<file path="src/rtl/alu_mul_seq_if.sv">
// Bus between the multiply sequencer and its surroundings: the control-unit
// request/response handshake plus the shared 8-bit ALU operand/result lines.
interface alu_mul_seq_if #(
  parameter int unsigned WIDTH = 8,
  parameter int unsigned OP_W  = 4
);
  // Request / response with the control unit
  logic                 start;
  logic [WIDTH-1:0]     op_a;
  logic [WIDTH-1:0]     op_b;
  logic                 busy;
  logic                 done;
  logic [2*WIDTH-1:0]   product;

  // Shared ALU bus
  logic [OP_W-1:0]      alu_op;
  logic [WIDTH-1:0]     alu_a;
  logic [WIDTH-1:0]     alu_b;
  logic [WIDTH-1:0]     alu_out;
  logic                 alu_carry;

  // Sequencer side
  modport slave (
    input  start, op_a, op_b, alu_out, alu_carry,
    output busy, done, product, alu_op, alu_a, alu_b
  );

  // Control unit + ALU side
  modport master (
    output start, op_a, op_b, alu_out, alu_carry,
    input  busy, done, product, alu_op, alu_a, alu_b
  );
endinterface

</file>
<file path="src/rtl/alu_mul_seq.sv">
// Shift-and-add unsigned multiplier that borrows the shared combinational ALU.
// Each of the 8 iterations optionally adds the multiplicand into the high
// byte, then shifts {cy, acc_hi, mq} right one bit using two ALU shifts.
// All ALU bus outputs are registered and set on the edge entering a state.
module alu_mul_seq #(
  parameter int unsigned WIDTH = 8,
  parameter int unsigned OP_W  = 4
) (
  input  logic          clk,
  input  logic          rst_n,
  alu_mul_seq_if.slave  bus
);

  // ALU opcodes used by this block
  localparam logic [OP_W-1:0] kPASS_A      = OP_W'(0);
  localparam logic [OP_W-1:0] kADD         = OP_W'(1);
  localparam logic [OP_W-1:0] kSHIFT_RIGHT = OP_W'(5);
  localparam logic [OP_W-1:0] kA_IS_ZERO   = OP_W'(9);

  typedef enum logic [2:0] {
    StIdle,
    StZchk,
    StAdd,
    StShrHi,
    StShrLo,
    StDone
  } state_e;

  state_e               state_q;
  logic [WIDTH-1:0]     mcand_q;
  logic [WIDTH-1:0]     acc_hi_q;
  logic [WIDTH-1:0]     mq_q;
  logic                 cy_q;
  logic                 lsb_sv_q;
  logic [2:0]           cnt_q;
  logic                 busy_q;
  logic                 done_q;
  logic [2*WIDTH-1:0]   product_q;
  logic [OP_W-1:0]      alu_op_q;
  logic [WIDTH-1:0]     alu_a_q;
  logic [WIDTH-1:0]     alu_b_q;

  logic                 add_cy;
  logic [WIDTH-1:0]     shr_hi;
  logic [WIDTH-1:0]     mq_next;

  // ALU CarryOut is not valid for kADD, so the carry is recovered from wrap-around
  assign add_cy  = (bus.alu_out < acc_hi_q);
  assign shr_hi  = {cy_q, bus.alu_out[WIDTH-2:0]};
  assign mq_next = {lsb_sv_q, bus.alu_out[WIDTH-2:0]};

  assign bus.busy    = busy_q;
  assign bus.done    = done_q;
  assign bus.product = product_q;
  assign bus.alu_op  = alu_op_q;
  assign bus.alu_a   = alu_a_q;
  assign bus.alu_b   = alu_b_q;

  // Sequencer FSM: state, datapath registers and registered ALU/handshake outputs
  always_ff @(posedge clk or negedge rst_n) begin
    if (!rst_n) begin
      state_q   <= StIdle;
      mcand_q   <= '0;
      acc_hi_q  <= '0;
      mq_q      <= '0;
      cy_q      <= 1'b0;
      lsb_sv_q  <= 1'b0;
      cnt_q     <= '0;
      busy_q    <= 1'b0;
      done_q    <= 1'b0;
      product_q <= '0;
      alu_op_q  <= kPASS_A;
      alu_a_q   <= '0;
      alu_b_q   <= '0;
    end else begin
      done_q <= 1'b0;
      case (state_q)
        StIdle: begin
          if (bus.start) begin
            mcand_q  <= bus.op_a;
            mq_q     <= bus.op_b;
            acc_hi_q <= '0;
            cy_q     <= 1'b0;
            cnt_q    <= '0;
            busy_q   <= 1'b1;
            alu_op_q <= kA_IS_ZERO;
            alu_a_q  <= bus.op_a;
            alu_b_q  <= '0;
            state_q  <= StZchk;
          end
        end
        StZchk: begin
          if (bus.alu_carry) begin
            // Zero multiplicand: skip the loop entirely
            product_q <= '0;
            done_q    <= 1'b1;
            alu_op_q  <= kPASS_A;
            alu_a_q   <= '0;
            alu_b_q   <= '0;
            state_q   <= StDone;
          end else if (mq_q[0]) begin
            alu_op_q <= kADD;
            alu_a_q  <= acc_hi_q;
            alu_b_q  <= mcand_q;
            state_q  <= StAdd;
          end else begin
            alu_op_q <= kSHIFT_RIGHT;
            alu_a_q  <= acc_hi_q;
            alu_b_q  <= '0;
            state_q  <= StShrHi;
          end
        end
        StAdd: begin
          acc_hi_q <= bus.alu_out;
          cy_q     <= add_cy;
          alu_op_q <= kSHIFT_RIGHT;
          alu_a_q  <= bus.alu_out;
          alu_b_q  <= '0;
          state_q  <= StShrHi;
        end
        StShrHi: begin
          acc_hi_q <= shr_hi;
          lsb_sv_q <= acc_hi_q[0];
          cy_q     <= 1'b0;
          alu_op_q <= kSHIFT_RIGHT;
          alu_a_q  <= mq_q;
          alu_b_q  <= '0;
          state_q  <= StShrLo;
        end
        StShrLo: begin
          mq_q <= mq_next;
          if (cnt_q == 3'd7) begin
            product_q <= {acc_hi_q, mq_next};
            done_q    <= 1'b1;
            alu_op_q  <= kPASS_A;
            alu_a_q   <= '0;
            alu_b_q   <= '0;
            state_q   <= StDone;
          end else begin
            cnt_q   <= cnt_q + 3'd1;
            alu_a_q <= acc_hi_q;
            if (mq_next[0]) begin
              alu_op_q <= kADD;
              alu_b_q  <= mcand_q;
              state_q  <= StAdd;
            end else begin
              alu_op_q <= kSHIFT_RIGHT;
              alu_b_q  <= '0;
              state_q  <= StShrHi;
            end
          end
        end
        StDone: begin
          busy_q  <= 1'b0;
          state_q <= StIdle;
        end
        default: begin
          busy_q   <= 1'b0;
          alu_op_q <= kPASS_A;
          alu_a_q  <= '0;
          alu_b_q  <= '0;
          state_q  <= StIdle;
        end
      endcase
    end
  end

endmodule
</file>
<file path="src/flat_wrapper.sv">
// flat-port wrapper written by rule: the top's interface ports become plain ports
module alu_mul_seq_flat 
#(
  parameter int unsigned WIDTH = 8,
  parameter int unsigned OP_W  = 4
)
  (clk, rst_n, bus_start, bus_op_a, bus_op_b, bus_alu_out, bus_alu_carry, bus_busy, bus_done, bus_product, bus_alu_op, bus_alu_a, bus_alu_b);
  alu_mul_seq_if #(.WIDTH(WIDTH), .OP_W(OP_W)) bus_i ();
  input  logic clk;
  input  logic rst_n;
  input wire logic [$bits(bus_i.start)-1:0] bus_start;
  input wire logic [$bits(bus_i.op_a)-1:0] bus_op_a;
  input wire logic [$bits(bus_i.op_b)-1:0] bus_op_b;
  input wire logic [$bits(bus_i.alu_out)-1:0] bus_alu_out;
  input wire logic [$bits(bus_i.alu_carry)-1:0] bus_alu_carry;
  output wire logic [$bits(bus_i.busy)-1:0] bus_busy;
  output wire logic [$bits(bus_i.done)-1:0] bus_done;
  output wire logic [$bits(bus_i.product)-1:0] bus_product;
  output wire logic [$bits(bus_i.alu_op)-1:0] bus_alu_op;
  output wire logic [$bits(bus_i.alu_a)-1:0] bus_alu_a;
  output wire logic [$bits(bus_i.alu_b)-1:0] bus_alu_b;
  assign bus_i.start = bus_start;
  assign bus_i.op_a = bus_op_a;
  assign bus_i.op_b = bus_op_b;
  assign bus_i.alu_out = bus_alu_out;
  assign bus_i.alu_carry = bus_alu_carry;
  assign bus_busy = bus_i.busy;
  assign bus_done = bus_i.done;
  assign bus_product = bus_i.product;
  assign bus_alu_op = bus_i.alu_op;
  assign bus_alu_a = bus_i.alu_a;
  assign bus_alu_b = bus_i.alu_b;
  alu_mul_seq #(.WIDTH(WIDTH), .OP_W(OP_W)) u_core (.clk(clk), .rst_n(rst_n), .bus(bus_i));
endmodule
</file>
<file path="config.mk">
export PLATFORM = sky130hd
export DESIGN_NAME = alu_mul_seq_flat
export DESIGN_NICKNAME = d
export VERILOG_FILES = /design/src/rtl/alu_mul_seq_if.sv /design/src/rtl/alu_mul_seq.sv /design/src/flat_wrapper.sv
export SDC_FILE = /design/constraint.sdc
export NUM_CORES = 1
export LEC_CHECK = 0
export BUFFER_PORTS_ARGS = -buffer_cell sky130_fd_sc_hd__buf_4
export CORE_ASPECT_RATIO = 2
export CORE_MARGIN = 4
export CORE_UTILIZATION = 55
export CTS_BUF_LIST = sky130_fd_sc_hd__clkbuf_4
export DETAILED_ROUTE_END_ITERATION = 6
export GPL_ROUTABILITY_DRIVEN = 0
export PLACE_DENSITY = 0.87
export SLEW_MARGIN = 20
export SYNTH_ARGS = -nofsm -noshare
export SYNTH_HDL_FRONTEND = slang
export SYNTH_SLANG_ARGS = --single-unit
</file>
<file path="constraint.sdc">
create_clock -name clk -period 3.9 [get_ports clk]
set_input_delay 0 -clock clk [delete_from_list [all_inputs] [get_ports clk]]
set_output_delay 0 -clock clk [all_outputs]
set_load 0.02 [all_outputs]
</file>
# Word-level counts from Yosys, hierarchy flattened
# Cells that the tools add are included.
[word_totals]
reg_bits = 70
inputBits = 28
out_inout_bits = 38
wordCells = 78
[op_classes]
addsub = 1
magnitude_cmp = 1
n_eq_ne = 10
mux = 38
n_bitwise = 2
reduce_logical = 13
[op_table]
columns = ["cell", "n"]
rows = [
  ["two-way mux 8 bit", 9],
  ["one-hot mux 8 bit (6 select lines)", 1],
  ["two-way mux 16 bit", 2],
  ["one-hot mux 16 bit (2 select lines)", 1],
  ["one-hot mux 8 bit (4 select lines)", 1],
  ["one-hot mux 8 bit (3 select lines)", 1],
  ["two-way mux 3 bit", 7],
  ["one-hot mux 4 bit (5 select lines)", 1],
  ["one-hot mux 8 bit (2 select lines)", 1],
  ["one-hot mux 3 bit (5 select lines)", 1],
  ["two-way mux 4 bit", 3],
  ["AND reduction 2 bit", 5],
  ["equality test 3 bit, second input constant", 3],
  ["less-than comparator 8 bit", 1],
  ["equality test 3 x 2 -> 1 bit, second input constant", 2],
  ["two-way mux 1 bit", 6],
  ["inequality test 2 bit, second input constant", 3],
  ["one-hot mux 3 bit (2 select lines)", 1],
  ["AND reduction 3 bit", 2],
  ["one-hot mux 1 bit (2 select lines)", 2],
  ["nonzero test 2 bit", 2],
  ["OR reduction 4 bit", 1],
  ["adder 3 x 1 -> 3 bit, second input constant", 1],
  ["equality test 3 x 1 -> 1 bit, second input constant", 1],
  ["other kinds (6)", 7],
]

# Depth between registers and ports, before layout
# Gate-level depths: netlist of the first run.
[depth]
word_depth = 4
mapped_depth = 8
depth_no_buf = 6

# Worst setup path after synthesis of the first run
# Ideal clock, no wire load.
[synth_path]
path_type = "register -> register"
start = "reg u_core.cnt_q[0]"
end = "reg u_core.product_q[0] (netlist: u_core.bus.product[0])"
setup_time_ns = 0.135
arrival_time_ns = 1.534
t_required_ns = 3.765
slack_ns = 2.231
path_stages_with_launch = 8
path_buffers = 2
synth_period_minus_slack_ns = 1.669
path_cell_list = "dfrtp_1 ha_1 ha_1 nand3b_1 a21o_1 clkbuf_1 clkbuf_1 o21ai_0"
[synth_via]
elab_chain_cells = 3
[synth_lines]
columns = ["element", "line", "rtl"]
rows = [
  ["start: declaration", "alu_mul_seq.sv:35", "logic [2:0] cnt_q;"],
  ["start signal: assignment", "alu_mul_seq.sv:140", "cnt_q <= cnt_q + 3'd1;"],
  ["equality test 3 bit", "alu_mul_seq.sv:132", "if (cnt_q == 3'd7) begin"],
  ["inequality test 2 x 1 -> 1 bit (no source line)", "n/a", ""],
  ["AND reduction 3 bit (no source line)", "n/a", ""],
  ["end signal: assignment", "alu_mul_seq.sv:133", "product_q <= {acc_hi_q, mq_next};"],
  ["end: declaration", "alu_mul_seq.sv:38", "logic [2*WIDTH-1:0] product_q;"],
]
# No other way between the ends.
# A chain may end at the register's enable or synchronous reset.

# Final worst setup path of the first run
[layout_path]
start = "reg u_core.state_q[2]"
end = "reg u_core.mq_q[5]"
[layout_via]
elab_chain_cells = 3
word_cells_on_any_way = 6
classes_between = "eq/ne: 2; mux: 1; reduce/logical: 3"
[layout_lines]
columns = ["element", "line", "rtl"]
rows = [
  ["start: declaration", "alu_mul_seq.sv:29", "state_e state_q;"],
  ["start signal: assignment", "alu_mul_seq.sv:62", "state_q <= StIdle;"],
  ["start signal: assignment", "alu_mul_seq.sv:89", "state_q <= StZchk;"],
  ["start signal: assignment", "alu_mul_seq.sv:100", "state_q <= StDone;"],
  ["equality test 3 bit / logical NOT 3 bit (equally long branches)", "alu_mul_seq.sv:77", "case (state_q)"],
  ["nonzero test 2 bit (no source line) / inequality test 2 bit (equally long branches)", "n/a", ""],
  ["AND reduction 2 bit (no source line)", "n/a", ""],
  ["end signal: assignment", "alu_mul_seq.sv:81", "mq_q <= bus.op_b;"],
  ["end signal: assignment", "alu_mul_seq.sv:131", "mq_q <= mq_next;"],
  ["end: declaration", "alu_mul_seq.sv:32", "logic [WIDTH-1:0] mq_q;"],
]
# Parallel ways exist; a longest one is shown, timed or not.

==> results.md, run 1 <==
* Run status: finished, final reports clean
* Std-Cell Rows at 39
* Sequential element share of the synthesized area at 52.31%
* Clock Latency Late Sink at 0.43 ns
* Startpoint of the worst-slack reg-to-reg timing path: u_core.state_q[2]$_DFFE_PN0P_
* CTS tree: yes
* Clock root buffer master: sky130_fd_sc_hd__clkbuf_4
* Antenna Cells at 0
* DR WL/cell at approximately 18 µm
* Number of H-tree levels at 3
* Total GRT Usage at 25.03%
* Power Density at ~720 nW/µm²
* Worst reg2reg setup slack at 1.12 ns
* Remaining max-slew budget at the tightest pin at 32.22%
* Worst-case hold slack at 0.09966 ns
* Critical path capture point type: flop
* Warnings, synthesis at 0
* Number of stages on the worst hold path at 4
* Fin Clk Skew at 0.01071 ns
* Dpl ws at about 1.2 ns
* Routed vias at between 2000 and 3000
* Count of antenna-violating nets left after detailed routing at 0
* Instance area after placement at 3752 µm²
* Unrepaired setup endpoints after global routing: false
* Number of remaining DRC errors at 0
* Number of clock buffers inserted by TritonCTS at 9
* Count of mapped cells out of synthesis at around 320
* DRC violation total after the first TritonRoute iteration at about 150
* Prevailing post-synth register cell: sky130_fd_sc_hd__dfrtp_1
* Time the worst path needs with I/O delays and setup at approximately 2.8 ns
* Total iterations of the first detailed-routing run at 4
* Worst Path Max Fanout at 27
* Count of filler cells inserted in the layout at between 400 and 500
* Number of buffer cells added on primary ports at 64
* Number of antenna violations at the first check in global routing at 0
* Post-layout instance area at 4223 µm²
* Die boundary width at around 63 µm
* Cell type with the largest total area after synthesis: sky130_fd_sc_hd__dfrtp_1
* Utilization after layout at 73.34%
* Most used standard cells in the synthesized netlist: sky130_fd_sc_hd__nand2_1 (75), sky130_fd_sc_hd__dfrtp_1 (69), sky130_fd_sc_hd__a22o_1 (25)
* Ratio of routed vias to standard cells at around 5.9
* Static leakage at between 2 and 2.5 nW
* Gates resized, CTS repair at 0
* Dominant cell by count in the synthesized netlist: sky130_fd_sc_hd__nand2_1
* Leading post-synthesis cells by cell area: sky130_fd_sc_hd__dfrtp_1 (52%), sky130_fd_sc_hd__nand2_1 (8.5%), sky130_fd_sc_hd__a22o_1 (6.6%), sky130_fd_sc_hd__ha_1 (3.8%), sky130_fd_sc_hd__mux2i_1 (3.0%)
* Number of buffers added to fix hold violations after cts at 33
* Crit path max-delay cell type: sky130_fd_sc_hd__dfrtp_1
* Required @ worst endpoint at 4.22 ns
* Final Net Count at 449
* Routed wire length at ~8500 µm
* Number of failing hold endpoints at the final stage at 0
* Number of primary I/O pins at 66
* Worst Path Arrival at 3.10 ns
* Starting Density at 57.32%
* Wire length of the first global-routing pass at roughly 14000 µm
* Seq cells post-synth at 69
* Share of synthesized flip-flops with an asynchronous set or reset at 100.0%
* Cell-by-cell trace of the critical path: nor3b_2, nor2_1, nand2_1, nand3_1, dlygate4sd3_1
* Instance count after placement with tap cells included at 428
* # clock sinks at 69
* GRT Residual Overflow at 0
* Final period utilization at 71.24%
* Start point of the worst min-delay path: bus_start
* Hold worst-path end: u_core.bus.busy$_DFFE_PN0P_
* Final worst slack at 1.122 ns
* Number of enable-type register cells in the synthesized netlist at 0
* Die height at 117.6 µm
* Number of global-route vias before repair at 2966
* Number of distinct library cells after synthesis at 39
* CTS max path bufs at 2
* Worst Max-Slew Pin Slew at just over 1 ns
* Final std cells w/o fill at approximately 480
* Total core area at 5758 µm²
* Post-DP HPWL at 5997 µm
* Number of failing setup endpoints in the final timing report at 0
* Clock edge transition at the registers on the reported setup and hold paths at approximately 0.11 ns
* Die footprint at 7380 µm²
* Final setup TNS at 0 ns
* Maximum VDD drop at 0.4158 mV
* Number of max-cap violations at 0
* Number of nets produced by synthesis at 360
* Number of cell instances on the worst register-to-register path at 5
* Cell area after synthesis at about 3300 µm²
* Critical Path Max Stage Delay at between 0.8 and 0.9 ns
* FF-to-FF End: u_core.mq_q[5]$_DFFE_PN0P_
* Maximum number of pins on one net before global-route repair at 70
* Share of final-layout standard cells stronger than drive strength 1 at 22.12%
* Mean instance size in the synthesized netlist at 10.25 µm²
* Synthesis-to-finish area growth at 27.94%
* Power after layout at 3.033 mW
* Max Transition Viols Final at 0
* Highest attainable clock frequency at 359.9 MHz
* Startpoint class of the critical path: flop
* Yosys top cell area share at a little over half
* Min-Delay Path Class: in2reg
* WS Path Type: reg2reg
* Number of setup buffers added after CTS at 0
## routing by layer
metal  part of all wire (%)  wire length (µm)  global-route usage, %
met1                     37              3097                  26.37
met2                     54              4536                  44.41
met3                    5.4               454                  6.017
met4                    4.5               385                  14.25
met5                      0                 0                      0
## how the worst max path moves through the flow
stage,startpoint,to,slack (ns),cells past startpoint
after floorplan,u_core.cnt_q[0]$_DFFE_PN0P_,u_core.bus.product[0]$_DFFE_PN0P_,2.23,7
after global placement,u_core.state_q[1]$_DFFE_PN0P_,u_core.mq_q[0]$_DFFE_PN0P_,1.39,4
after detailed placement,u_core.state_q[1]$_DFFE_PN0P_,u_core.mq_q[4]$_DFFE_PN0P_,1.24,4
after CTS,u_core.state_q[1]$_DFFE_PN0P_,u_core.mq_q[4]$_DFFE_PN0P_,0.66,5
after global routing,u_core.state_q[2]$_DFFE_PN0P_,u_core.mq_q[1]$_DFFE_PN0P_,0.89,5
final,u_core.state_q[2]$_DFFE_PN0P_,u_core.mq_q[5]$_DFFE_PN0P_,1.12,5
## area by class of cell
cell class | instances | area [µm²] | area share [%]
tap | 61 | 76.32 | 1.807
timing repair buffer | 98 | 818.3 | 19.38
clock buffer | 9 | 67.56 | 1.600
clock inverter | 7 | 66.31 | 1.570
sequential | 69 | 1728 | 40.92
multi-input combinational | 221 | 1421 | 33.66
inverter | 12 | 45.04 | 1.067
## logic make-up after synthesis
logic type	count (synthesis)	synth area share, %
AND/OR/NAND/NOR	115	15.96
multiplexers	12	3.791
flip-flops	69	52.31
adder cells (fa/ha/maj)	10	3.791
other	1	0.1136
AO/OA/AOI/OAI	83	19.26
buffers and inverters	32	4.776
## flip-flops by register name, indices dropped and copies added (netlist names)
register and flops:
u_core.lsb_sv_q 1, u_core.bus.done 1, u_core.cnt_q 3, u_core.bus.alu_a 8, u_core.mcand_q 8, u_core.mq_q 8
u_core.bus.alu_op 3, u_core.bus.alu_b 8, u_core.bus.busy 1, u_core.cy_q 1, u_core.acc_hi_q 8, u_core.bus.product 16
u_core.state_q 3
## worst max-delay path, delay by kind of cell, from the launching register on
family | cells | cell delay (ns)
buffers and inverters | 1 | 0.56
DFF | 1 | 0.88
and+or+nand+nor | 4 | 1.23
## cell usage in the layout, fill, tap and decap left out, drive strengths merged, types with 4 or more instances in the layout
| cell | instances |
|---|---|
| buf | 65 |
| a22o | 25 |
| nor2b | 5 |
| o2bb2ai | 8 |
| mux2i | 11 |
| a21o | 4 |
| ha | 10 |
| clkbuf | 9 |
| nand2 | 75 |
| o21a | 9 |
| o31ai | 7 |
| inv | 12 |
| o21ai | 18 |
| nor2 | 8 |
| dfrtp | 69 |
| dlygate4sd3 | 33 |
| clkinv | 5 |
| a21oi | 4 |
| nand3 | 17 |
## power breakdown
part | switching (mW) | internal [mW]
Combinational | 0.704 | 0.617
Clock | 0.261 | 0.192
Sequential | 0.284 | 0.974
(Power assumes the default switching activity.)
==> run 2: changes to the inputs <==
==> constraint.sdc (replaced) <==
create_clock -name clk -period 2.89 [get_ports clk]
set_input_delay 0 -clock clk [delete_from_list [all_inputs] [get_ports clk]]
set_output_delay 0 -clock clk [all_outputs]
set_load 0.02 [all_outputs]
==> run 2 against run 1 <==
  * Setup slack worse by 0.70 ns
  * Clock skew rose by 0.0037 ns
  * Highest routed layer unchanged
  * Register-to-register slack worse by 0.70 ns
  * Critical endpoint is now u_core.mq_q[6]$_DFFE_PN0P_
==> results.md, run 2 (same netlist as run 1, synthesis figures left out) <==
* DRC violation total after the first TritonRoute iteration at 181 (was 146)
* Crit path max-delay cell type: sky130_fd_sc_hd__dfrtp_1 (unchanged)
* Worst-case hold slack at 0.1113 ns (was 0.09966 ns)
* Run status: finished, final reports clean (unchanged)
* Startpoint of the worst-slack reg-to-reg timing path: u_core.state_q[1]$_DFFE_PN0P_ (was u_core.state_q[2]$_DFFE_PN0P_)
* Startpoint class of the critical path: flop (unchanged)
* Power Density at 978.5 nW/µm² (was 718.3 nW/µm²)
* Clock edge transition at the registers on the reported setup and hold paths at 0.12 ns (was 0.11 ns)
* Die footprint at 7380 µm² (unchanged)
* Number of failing setup endpoints in the final timing report at 0 (unchanged)
* Maximum VDD drop at 0.6740 mV (was 0.4158 mV)
* Final worst slack at 0.4195 ns (was 1.122 ns)
* WS Path Type: reg2reg (unchanged)
* Number of stages on the worst hold path at 4 (unchanged)
* Starting Density at 57.32% (unchanged)
* Highest-count cells in the layout ignoring fill and taps: sky130_fd_sc_hd__nand2_1 (75), sky130_fd_sc_hd__buf_4 (70), sky130_fd_sc_hd__dfrtp_1 (69) (was sky130_fd_sc_hd__nand2_1 (75), sky130_fd_sc_hd__dfrtp_1 (68), sky130_fd_sc_hd__buf_4 (65))
* Hold worst-path end: u_core.bus.busy$_DFFE_PN0P_ (unchanged)
* Largest register FFs at 16 (unchanged)
* Number of cell instances on the worst register-to-register path at 5 (unchanged)
* # clock sinks at 69 (unchanged)
* Number of remaining DRC errors at 0 (unchanged)
* CTS tree: yes (unchanged)
* Worst reg2reg setup slack at 0.42 ns (was 1.12 ns)
* Post-DP HPWL at 5761 µm (was 5997 µm)
* Min-Delay Path Class: in2reg (unchanged)
* Synthesis-to-finish area growth at 29.11% (was 27.94%)
* Number of primary I/O pins at 66 (unchanged)
* Number of buffer cells added on primary ports at 64 (unchanged)
* Count of antenna-violating nets left after detailed routing at 0 (unchanged)
* Number of clock buffers inserted by TritonCTS at 9 (unchanged)
* Number of failing hold endpoints at the final stage at 0 (unchanged)
* Total core area at 5758 µm² (unchanged)
* Start point of the worst min-delay path: bus_start (unchanged)
* GRT Residual Overflow at 0 (unchanged)
* Worst path bufs/invs at 1 (unchanged)
* Maximum number of pins on one net before global-route repair at 70 (unchanged)
* Count of filler cells inserted in the layout at 403 (was 402)
* Ratio of routed vias to standard cells at 5.855 (was 5.876)
* Routed wire length at 8513 µm (was 8474 µm)
* Std-Cell Rows at 39 (unchanged)
* Static leakage at 2.094 nW (was 2.072 nW)
* Remaining max-slew budget at the tightest pin at 43.87% (was 32.22%)
* Final Net Count at 454 (was 449)
* Wire length of the first global-routing pass at 14180 µm (was 14350 µm)
* Total iterations of the first detailed-routing run at 5 (was 4)
* Post-layout instance area at 4262 µm² (was 4223 µm²)
* FF-to-FF End: u_core.mq_q[6]$_DFFE_PN0P_ (was u_core.mq_q[5]$_DFFE_PN0P_)
* Highest attainable clock frequency at 404.8 MHz (was 359.9 MHz)
* Critical path capture point type: flop (unchanged)
* Worst Max-Slew Pin Slew at 0.8420 ns (was 1.017 ns)
* Die height at 117.6 µm (unchanged)
* Number of max-cap violations at 0 (unchanged)
* DR WL/cell at 17.63 µm (was 17.77 µm)
* Unrepaired setup endpoints after global routing: false (unchanged)
* CTS max path bufs at 2 (unchanged)
* Cell-by-cell trace of the critical path: nor3b_1, nor2_1, nand2_1, nand3_1, dlygate4sd3_1 (was nor3b_2, nor2_1, nand2_1, nand3_1, dlygate4sd3_1)
* Fin Clk Skew at 0.01441 ns (was 0.01071 ns)
* Required @ worst endpoint at 3.26 ns (was 4.22 ns)
* Clock root buffer master: sky130_fd_sc_hd__clkbuf_4 (unchanged)
* Critical Path Max Stage Delay at 0.85 ns (was 0.88 ns)
* Share of final-layout standard cells stronger than drive strength 1 at 22.33% (was 22.12%)
* Total GRT Usage at 24.54% (was 25.03%)
* Number of H-tree levels at 3 (unchanged)
* Final period utilization at 85.48% (was 71.24%)
* Dpl ws at 0.7533 ns (was 1.236 ns)
* Most common cell after layout, fill and taps aside: sky130_fd_sc_hd__nand2_1 (unchanged)
* Number of global-route vias before repair at 2931 (was 2966)
* Die boundary width at 62.78 µm (unchanged)
* Worst Path Arrival at 2.84 ns (was 3.10 ns)
* Clock Latency Late Sink at 0.42 ns (was 0.43 ns)
* Routed vias at 2828 (was 2803)
* Worst Path Max Fanout at 19 (was 27)
* Time the worst path needs with I/O delays and setup at 2.470 ns (was 2.778 ns)
* Max Transition Viols Final at 0 (unchanged)
* Instance area after placement at 3790 µm² (was 3752 µm²)
* Final setup TNS at 0 ns (unchanged)
* Cell family contributing the most delay on the critical path: simple AND/OR/NAND/NOR gates (unchanged)
* Number of antenna violations at the first check in global routing at 1 (was 0)
==> run 2: cell count changes in the layout (fill, tap and decap cells not counted), sizes merged <==
cell	change
buf	+5
clkbuf	+1
clkinv	-1
diode	+1
==> run 2: routing by layer <==
layer | global-route usage [%] | share of wire (%) | vias to the layer above
met1 | 27.84 | 37 | 1347
met3 | 4.871 | 6.4 | 30
met2 | 42.27 | 53 | 125
met5 | 0 | 0 | -
met4 | 13.83 | 4.4 | 0
li1 | - | - | 1326
==> run 2: worst max-delay path by stage <==
| stage | startpoint | cells past startpoint | end |
|---|---|---|---|
| floorplan | u_core.cnt_q[0]$_DFFE_PN0P_ | 7 | u_core.bus.product[0]$_DFFE_PN0P_ |
| detailed placement | u_core.state_q[2]$_DFFE_PN0P_ | 4 | u_core.bus.alu_a[3]$_DFFE_PN0P_ |
| global route | u_core.state_q[1]$_DFFE_PN0P_ | 5 | u_core.mq_q[6]$_DFFE_PN0P_ |
| CTS | u_core.state_q[1]$_DFFE_PN0P_ | 5 | u_core.mq_q[0]$_DFFE_PN0P_ |
| finish | u_core.state_q[1]$_DFFE_PN0P_ | 5 | u_core.mq_q[6]$_DFFE_PN0P_ |
| global placement | u_core.state_q[2]$_DFFE_PN0P_ | 4 | u_core.bus.alu_a[3]$_DFFE_PN0P_ |
==> run 2: area by class of cell <==
| class | count | area [µm²] | area share (%) |
|---|---|---|---|
| clock inverters | 6 | 63.81 | 1.497 |
| inverters | 12 | 45.04 | 1.057 |
| repair buffers | 103 | 855.8 | 20.08 |
| diodes | 1 | 2.502 | 0.05872 |
| clock buffers | 10 | 75.07 | 1.762 |
| well taps | 61 | 76.32 | 1.791 |
| flip-flops and latches | 69 | 1727 | 40.52 |
| multi-input cells | 221 | 1416 | 33.24 |
==> run 2: what timing repair did <==
item / in CTS / in global routing
setup buffers: 0 / 0
hold buffers: 33 / 0
gates resized for setup: 0 / 0
hold endpoints to repair: 101 / 0
==> run 2: worst min-delay path, delay by kind of cell <==
| family | cells | cell delay (ns) |
|---|---|---|
| buffers and inverters | 1 | 0.11 |
| AND/OR/NAND/NOR | 1 | 0.21 |
| AO/OA/AOI/OAI | 2 | 0.17 |
==> run 2: where the power goes <==
part / switching, mW / leakage [nW] / total [mW] / internal, mW
Combinational: 1.03 / 1.12 / 1.90 / 0.865
Sequential: 0.338 / 0.903 / 1.65 / 1.31
Clock: 0.346 / 0.0740 / 0.618 / 0.272
==> run 2: through the flow <==
stage / std cells / power (mW) / utilization [%]
final: 483 / 4.170 / 74.01
after global routing: 483 / 4.431 / 74.01
after CTS: 482 / 4.141 / 73.97
after detailed placement: 433 / 3.406 / 65.82
after global placement: 433 / 3.323 / 65.82
after floorplan: 322 / 2.815 / -
